`config.mk`:
```
export PLATFORM = sky130hd
export DESIGN_NAME = fifo_wr_arbiter
export DESIGN_NICKNAME = d
export VERILOG_FILES = /design/src/rtl/fifo_wr_arbiter.sv
export SDC_FILE = /design/constraint.sdc
export NUM_CORES = 1
export LEC_CHECK = 0
export CAP_MARGIN = 20
export CORE_MARGIN = 1
export CORE_UTILIZATION = 31
export DETAILED_ROUTE_END_ITERATION = 10
export PLACE_DENSITY_LB_ADDON = 0.08
export SLEW_MARGIN = 20
export SYNTH_ARGS = -nofsm -noshare
export SYNTH_HDL_FRONTEND = slang
export SYNTH_SLANG_ARGS = --single-unit
```
`constraint.sdc`:
```
create_clock -name clk -period 5.4 [get_ports clk]
set_input_delay 1.08 -clock clk [delete_from_list [all_inputs] [get_ports clk]]
set_output_delay 1.08 -clock clk [all_outputs]
set_load 0.05 [all_outputs]
```
`src/rtl/fifo_wr_arbiter.sv`:
```
// Round-robin, burst-bounded arbiter sharing one FIFO write port among NUM_REQ producers.
// Define ARB_FIXED_PRIORITY_EN to replace round-robin with lowest-index-first selection.
module fifo_wr_arbiter #(
    parameter int NUM_REQ    = 4,
    parameter int DATA_WIDTH = 32,
    parameter int MAX_BURST  = 4
) (
    input  logic                          clk,
    input  logic                          reset,
    input  logic [NUM_REQ-1:0]            req_valid,
    input  logic [NUM_REQ*DATA_WIDTH-1:0] req_data,
    output logic [NUM_REQ-1:0]            req_ready,
    output logic                          fifo_wr_en,
    output logic [DATA_WIDTH-1:0]         fifo_data_in,
    input  logic                          fifo_full,
    input  logic                          fifo_almost_full,
    output logic [$clog2(NUM_REQ)-1:0]    grant_id,
    output logic                          busy
);

    localparam int IDW = $clog2(NUM_REQ);
    localparam int BCW = $clog2(MAX_BURST + 1);

    typedef enum logic {
        IDLE  = 1'b0,
        BURST = 1'b1
    } state_t;

    state_t         state, state_n;
    logic [IDW-1:0] rr_ptr, rr_ptr_n;
    logic [IDW-1:0] grant_id_n;
    logic [BCW-1:0] beat_cnt, beat_cnt_n;
    logic           stall_q;
    logic           wr_ok;

`ifdef ARB_FIXED_PRIORITY_EN
    function automatic logic [IDW-1:0] pick_req(input logic [NUM_REQ-1:0] v);
        logic [IDW-1:0] sel;
        logic           found;
        sel   = '0;
        found = 1'b0;
        for (int k = 0; k < NUM_REQ; k++) begin
            if (!found && v[k]) begin
                sel   = IDW'(k);
                found = 1'b1;
            end
        end
        return sel;
    endfunction
`else
    // First valid producer scanning ptr, ptr+1, ... wrapping at NUM_REQ.
    function automatic logic [IDW-1:0] pick_req(input logic [NUM_REQ-1:0] v,
                                                 input logic [IDW-1:0]     ptr);
        logic [IDW-1:0] sel;
        logic           found;
        int             idx;
        sel   = '0;
        found = 1'b0;
        for (int k = 0; k < NUM_REQ; k++) begin
            idx = (int'(ptr) + k) % NUM_REQ;
            if (!found && v[idx]) begin
                sel   = IDW'(idx);
                found = 1'b1;
            end
        end
        return sel;
    endfunction
`endif

    function automatic logic [IDW-1:0] next_id(input logic [IDW-1:0] id);
        return (id == IDW'(NUM_REQ - 1)) ? '0 : id + 1'b1;
    endfunction

    always_ff @(posedge clk) begin
        if (reset) begin
            state    <= IDLE;
            rr_ptr   <= '0;
            grant_id <= '0;
            beat_cnt <= '0;
            stall_q  <= 1'b0;
        end else begin
            state    <= state_n;
            rr_ptr   <= rr_ptr_n;
            grant_id <= grant_id_n;
            beat_cnt <= beat_cnt_n;
            // fifo_full rises one cycle after the slot-filling write; cover that gap.
            stall_q  <= fifo_wr_en && fifo_almost_full;
        end
    end

    always_comb begin
        state_n      = state;
        rr_ptr_n     = rr_ptr;
        grant_id_n   = grant_id;
        beat_cnt_n   = beat_cnt;
        req_ready    = '0;
        fifo_wr_en   = 1'b0;
        fifo_data_in = '0;
        wr_ok        = !fifo_full && !stall_q;

        case (state)
            IDLE: begin
                if (|req_valid) begin
`ifdef ARB_FIXED_PRIORITY_EN
                    grant_id_n = pick_req(req_valid);
`else
                    grant_id_n = pick_req(req_valid, rr_ptr);
`endif
                    beat_cnt_n = '0;
                    state_n    = BURST;
                end
            end
            BURST: begin
                req_ready[grant_id] = wr_ok;
                if (!req_valid[grant_id]) begin
                    state_n = IDLE;
`ifndef ARB_FIXED_PRIORITY_EN
                    rr_ptr_n = next_id(grant_id);
`endif
                end else if (wr_ok) begin
                    fifo_wr_en   = 1'b1;
                    fifo_data_in = req_data[int'(grant_id)*DATA_WIDTH +: DATA_WIDTH];
                    beat_cnt_n   = beat_cnt + 1'b1;
                    if (beat_cnt == BCW'(MAX_BURST - 1)) begin
                        state_n = IDLE;
`ifndef ARB_FIXED_PRIORITY_EN
                        rr_ptr_n = next_id(grant_id);
`endif
                    end
                end
                // A stalled FIFO with valid held simply waits here; beat_cnt holds.
            end
            default: state_n = IDLE;
        endcase
    end

    assign busy = (state == BURST);

endmodule

```
==> reports/qor.yml <==
status: "finished, final reports clean"
power_switching_uw: 154.1
syn_area_per_cell_sq_um: 11.05
end_kind: "primary output"
clk_latency_ps: 240
synth-edff-count: 0
p_leak_nw: 1.314
path_cells: "clkdlybuf4s50_1 > mux4_1 > buf_4 > and3_1 > clkdlybuf4s50_1"
p_seq_share_pct: 17.2
swShare_pct: 34.13
root_buffer: "clkbuf_8"
maxCapViolations: 0
fin_skew_ps: 2.375
peakVddDrop_v: 0.0001724
yosysSeqAreaShare_pct: 11.24
syn_inst: 145
port_buffers: 175
yosysWarnings: 0
drv_slew: 0
routedLengthMet1_um: 2594
die_h_um: 73.91
met3_length_um: 673
intPower_uw: 297.4
rows: 25
drt_iter0_drc: 72
antenna_found_initial: 0
synth_top_family_by_area: "multiplexers"
cts_tree: "yes"
synth_compound_area_share_pct: 6.948
pwr_density_cell_nw_per_um2: 131.1
place.detailed.hpwl_um: 5696
htree_levels: 1
setup.worst_path.start_class: "input pin"
fin_crit_ps: 4675
num-nets-final: 455
required_ps: 4320
crit_arrival_ps: 3600
wl_met2_um: 3547
critPathSlowestCell: "mux4_1"
finalSetupViolCount: 0
crit_path_frequent_cell: "clkdlybuf4s50_1"
fin_crit_sh_pct: 86.58
ioPinCount: 176
syn-num-nets: 287
totalWireLength_um: 7087
fmax_mhz: 213.9
diodes: 0
gp_congestion: 0.8404
clk_pin_slew_ps: 40
finalPower_uw: 451.5
fill_cells: 392
synthesis.area_sq_um: 1603
cts_resized: 0
area_growth_syn_to_layout_pct: 114.8
top_layer_used: "met4"
hold_viol: 0
postRouteAntennaNets: 0
gr-total-overflow: 0
synthAdderAreaFrac_pct: 4.684
die_w_um: 73.91
hp-class: "reg2reg"
holdBufCountCts: 0
dieArea_sq_um: 5462
synthXorXnorAreaFrac_pct: 0
grt_first_pass_wirelength_um: 10250
grt_max_degree: 40
synthMuxAreaShare_pct: 50.59
start_util_pct: 33.06
cp_max_fo: 18
async_flop_share_pct: 0
route.detailed.drc: 0
crit_type: "in2out"
layout_commonest_cell: "clkdlybuf4s50_1"
rsz0062_at_grt: "no"
cts.sinks: 9
cpPeakStageDelay_ps: 820
slew_headroom_pct: 61.87
grt_use_total_pct: 25.33
drt-wirelength-per-cell_um: 18.70
final_cell_mix: "clkdlybuf4s50_1, and3_1, mux4_2"
clockPowerShare_pct: 17.7
ys_ff_latch: 9
clk_path_buf_depth: 2
ys_types: 28
vias: 2011
synth_ff_type: "dfxtp_1"
avgViaCountPerCell: 5.306
worstMarginPinSlew_ps: 570.1
synthSimpleGateAreaFrac_pct: 20.30
grt_pass1_vias: 1910
drive_gt1_share_pct: 14.42
comb_power_share_pct: 65.1
critPathBufInv: 3
setup_tns_ps: 0
core_area_sq_um: 4848
dr.pass1.iters: 4
numCtsBuffers: 3
post_cts_buffers: 0
critPathTopFamily: "buffers and inverters"
==> power groups by stage <==
| stage | logic, mW | registers, mW | clock network [mW] |
|---|---|---|---|
| final | 0.294 | 0.0776 | 0.0798 |
| after global routing | 0.313 | 0.0786 | 0.0844 |
| after CTS | 0.296 | 0.0776 | 0.0814 |
| after detailed placement | 0.295 | 0.0788 | 0 |
| after global placement | 0.290 | 0.0787 | 0 |
| after floorplan | 0.151 | 0.0821 | 0 |
==> worst paths after layout <==
check / startpoint / to / slack, ps / cells after the start
setup / recovery: req_valid[0] / fifo_data_in[26] / 720 / 5
hold / removal: beat_cnt[1] / beat_cnt[1] / 470 / 2
setup reg to reg: grant_id[0] / rr_ptr[0] / 3210 / 4
hold reg to reg: beat_cnt[1] / beat_cnt[1] / 470 / 2
==> Yosys cell counts, types with 3 or more instances <==
library cell,count,area [sq um]
clkbuf_1,9,33.78
dfxtp_1,9,180.2
nand2_1,4,15.01
o21ai_0,3,15.01
ha_1,6,75.07
nand2b_1,4,25.02
and3_1,32,200.2
and2_1,5,31.28
mux2i_1,3,30.03
nand3_1,4,20.02
mux4_2,31,698.2
inv_1,6,22.52
a21oi_1,5,25.02
==> metrics by stage <==
step	instances	setup slack, ps	util (%)	hold slack, ps	cell area (sq um)
finish	379	724.5	71.02	474.2	3443
global route	379	622.8	71.02	502.4	3443
CTS	379	721.8	71.02	479.9	3443
detailed placement	375	721.0	70.09	474.4	3398
global placement	375	770.8	70.09	460.9	3398
floorplan	145	2097	-	445.9	1603
==> layer usage <==
metal  vias to the layer above  global-route usage (%)
li1                        922                       -
met1                       973                   29.48
met2                        94                   42.63
met3                        22                   7.819
met4                         0                   11.54
met5                         -                       0
==> cell type report <==
type / count / area [sq um] / share of cell area [%]
Clock buffer: 4 / 45.04 / 1.308
Timing Repair Buffer: 179 / 1782 / 51.74
Multi-Input combinational cell: 114 / 1328 / 38.55
Inverter: 6 / 22.52 / 0.6541
Tap cell: 67 / 83.83 / 2.435
Sequential cell: 9 / 182.7 / 5.305
==> flip-flops by register name (all words and copies together) (netlist names) <==
signal,flops
beat_cnt,3
rr_ptr,2
grant_id,2
stall_q,1
busy,1
==> cells by family (layout without fill, tap and decap cells) <==
family	Yosys count	count (layout)
adders and majority gates	6	6
and+or+nand+nor	55	55
AOI/OAI and AO/OA	15	15
buffers and inverters	22	189
DFF	9	9
muxes	38	38
==> worst register-to-register path, cell delays in order, from the launching register on <==
cell     delay, ps
dfxtp_2        530
buf_4          540
mux2_4         370
o311a_4        340
mux2_4         300
Note: power is estimated with default switching activity, not from simulation.
==> patch, RTL diff (same settings) <==
The parameter `NUM_REQ` goes from 4 to 2.
--- a/src/rtl/fifo_wr_arbiter.sv
+++ b/src/rtl/fifo_wr_arbiter.sv
@@ -3,3 +3,3 @@
 module fifo_wr_arbiter #(
-    parameter int NUM_REQ    = 4,
+    parameter int NUM_REQ    = 2,
     parameter int DATA_WIDTH = 32,
Interface: changed (resized grant_id, req_data, req_ready and req_valid); port bits go from 176 to 107. The function was not compared with the original's and may differ.
==> patch against the original RTL <==
- synthesized area is 47% lower
- combinational power down 47%
- sequential cell count down 2
- worst setup slack better by 0.10 ns
- non-clock buffer count fell by 71
- sequential share of layout area up 2.0 points
- global-route usage shrank 1.9 points
- routed wire length down 45%
- design area down 44%
- power decreased by 42%
- synthesized cell count is 19% lower
- highest routed layer is now met3
==> patch: results (changes against the original RTL) <==
Drt
  • Initial DRC Count: 45 (-38%)
  • Wire per inst: 15.7 um (-16%)
  • Routed vias/inst: 5.31 (about the same)
  • DR vias: 1321 (-34%)
  • DRT Pass-1 Iters: 4 (unchanged)

Setup path
  • Worst Reg2Reg Path Length in Cells: 5 (+1)
  • Slowest CP cell: clkdlybuf4s50_1
  • R2R setup slack: 3.68 ns (+0.47 ns)
  • Critical R2R Capture: rr_ptr
  • Worst r2r src: beat_cnt[0]
  • Crit-path max FO: 24 (+6)
  • Worst EP arrival: 3.49 ns (-0.11 ns)

Power and ir drop
  • Peak VDD IR: 0.000147 V (-15%)
  • Switch share: 38.4% (+4.2 points)
  • Power per cell area: 137 nW/um^2 (+4.2%)
  • Clk pwr share: 18.5% (+0.8 points)
  • LEAKAGE: 0.000662 uW (-50%)
  • Comb pwr share: 59.1% (-6.0 points)

Global routing
  • Vias in the first global route: 1086 (-43%)
  • Total GRT Usage: 23.4% (-1.9 points)
  • First-pass GRT wire length: 5040 um (-51%)
  • Pin count of the biggest net entering global routing: 33 (-18%)

Placed design
  • PortBufs: 106 (-39%)
  • Dpl ws: 0.872 ns (+0.151 ns)
  • Placer congestion estimate: 0.771 (-8.2%)
  • Cells after DPL: 245 (-35%)
  • Detailed Place HPWL: 3010 um (-47%)
  • Post-DP Area: 1900 um^2 (-44%)

Layout
  • Layout cells sized above 1: 5.48% (-8.9 points)
  • Fin nets: 292 (-36%)

STA
  • Fin Hold WS: 0.487 ns (+0.0131 ns)
  • Least-Margin Pin Slew: 0.578 ns (+0.00807 ns)
  • Worst setup skew after layout: 0.00403 ns (+0.00166 ns)

Synth
  • Commonest cells post-synth: nor2_1, a22oi_1, buf_2, dfxtp_1
  • Register area share after synthesis: 16.5% (+5.3 points)
  • Yosys cell types: 30 (+7.1%)
  • Synth area leader: a22oi_1
  • Syn Nets: 190 (-34%)
  • Area contributors post-synth: a22oi_1, dfxtp_1, nor2_1

CTS
  • CTS Root Cell: clkbuf_4

Status
  • Outcome: finished clean

Run
  • MaxCap Viol Count: 0 (unchanged)
## patch: cell types whose count changed after synthesis, sizes merged, moves of 4 or more
cell | before | now
and3 | 32 | 0
buf | 7 | 11
ha | 6 | 2
a22oi | 0 | 32
nor2 | 2 | 34
clkbuf | 9 | 0
mux4 | 33 | 0
## patch: how the worst max path moves through the flow
| stage | to | depth (start not counted) | slack, ns | from |
|---|---|---|---|---|
| 5_1_grt | fifo_data_in[26] | 6 | 0.71 | fifo_full |
| 3_5_place_dp | fifo_data_in[5] | 6 | 0.87 | fifo_full |
| 4_1_cts | fifo_data_in[5] | 6 | 0.84 | fifo_full |
| 6_report | fifo_data_in[24] | 6 | 0.83 | fifo_full |
| 3_3_place_gp | fifo_data_in[24] | 6 | 0.89 | fifo_full |
| 2_1_floorplan | fifo_data_in[0] | 4 | 2.04 | fifo_full |
## patch: final cells by class
| type | count | area (um^2) |
|---|---|---|
| multi-input cells | 97 | 631 |
| repair buffers | 108 | 1080 |
| inverters | 3 | 11.3 |
| flip-flops and latches | 7 | 140 |
| clock buffers | 4 | 26.3 |
| well taps | 30 | 37.5 |
| fillers | 198 | 601 |
## patch: cells by family (layout without fill, tap and decap cells)
group           Yosys count  after routing  share of synthesized area (%)
compound gates           41             41                           36.4
fa+ha+maj                 2              2                           2.95
buf+inv                  14            115                           9.88
flops                     7              7                           16.5
mux                       2              2                           3.10
simple gates             52             52                           31.1
## patch: routing by layer
layer  part of all wire, %  wire [um]  vias to the layer above  global-route usage (%)
li1                      -          -                      640                       -
met1                    39       1520                      622                    27.0
met2                    53       2060                       59                    44.7
met3                   8.5        335                        0                    3.33
met4                     0          0                        0                    5.13
met5                     0          0                        -                       0
## patch: worst min-delay path, cell delays in order, from the launching register on
cell,delay [ns]
dfxtp_1,0.31
nand4_1,0.07
a21oi_1,0.06
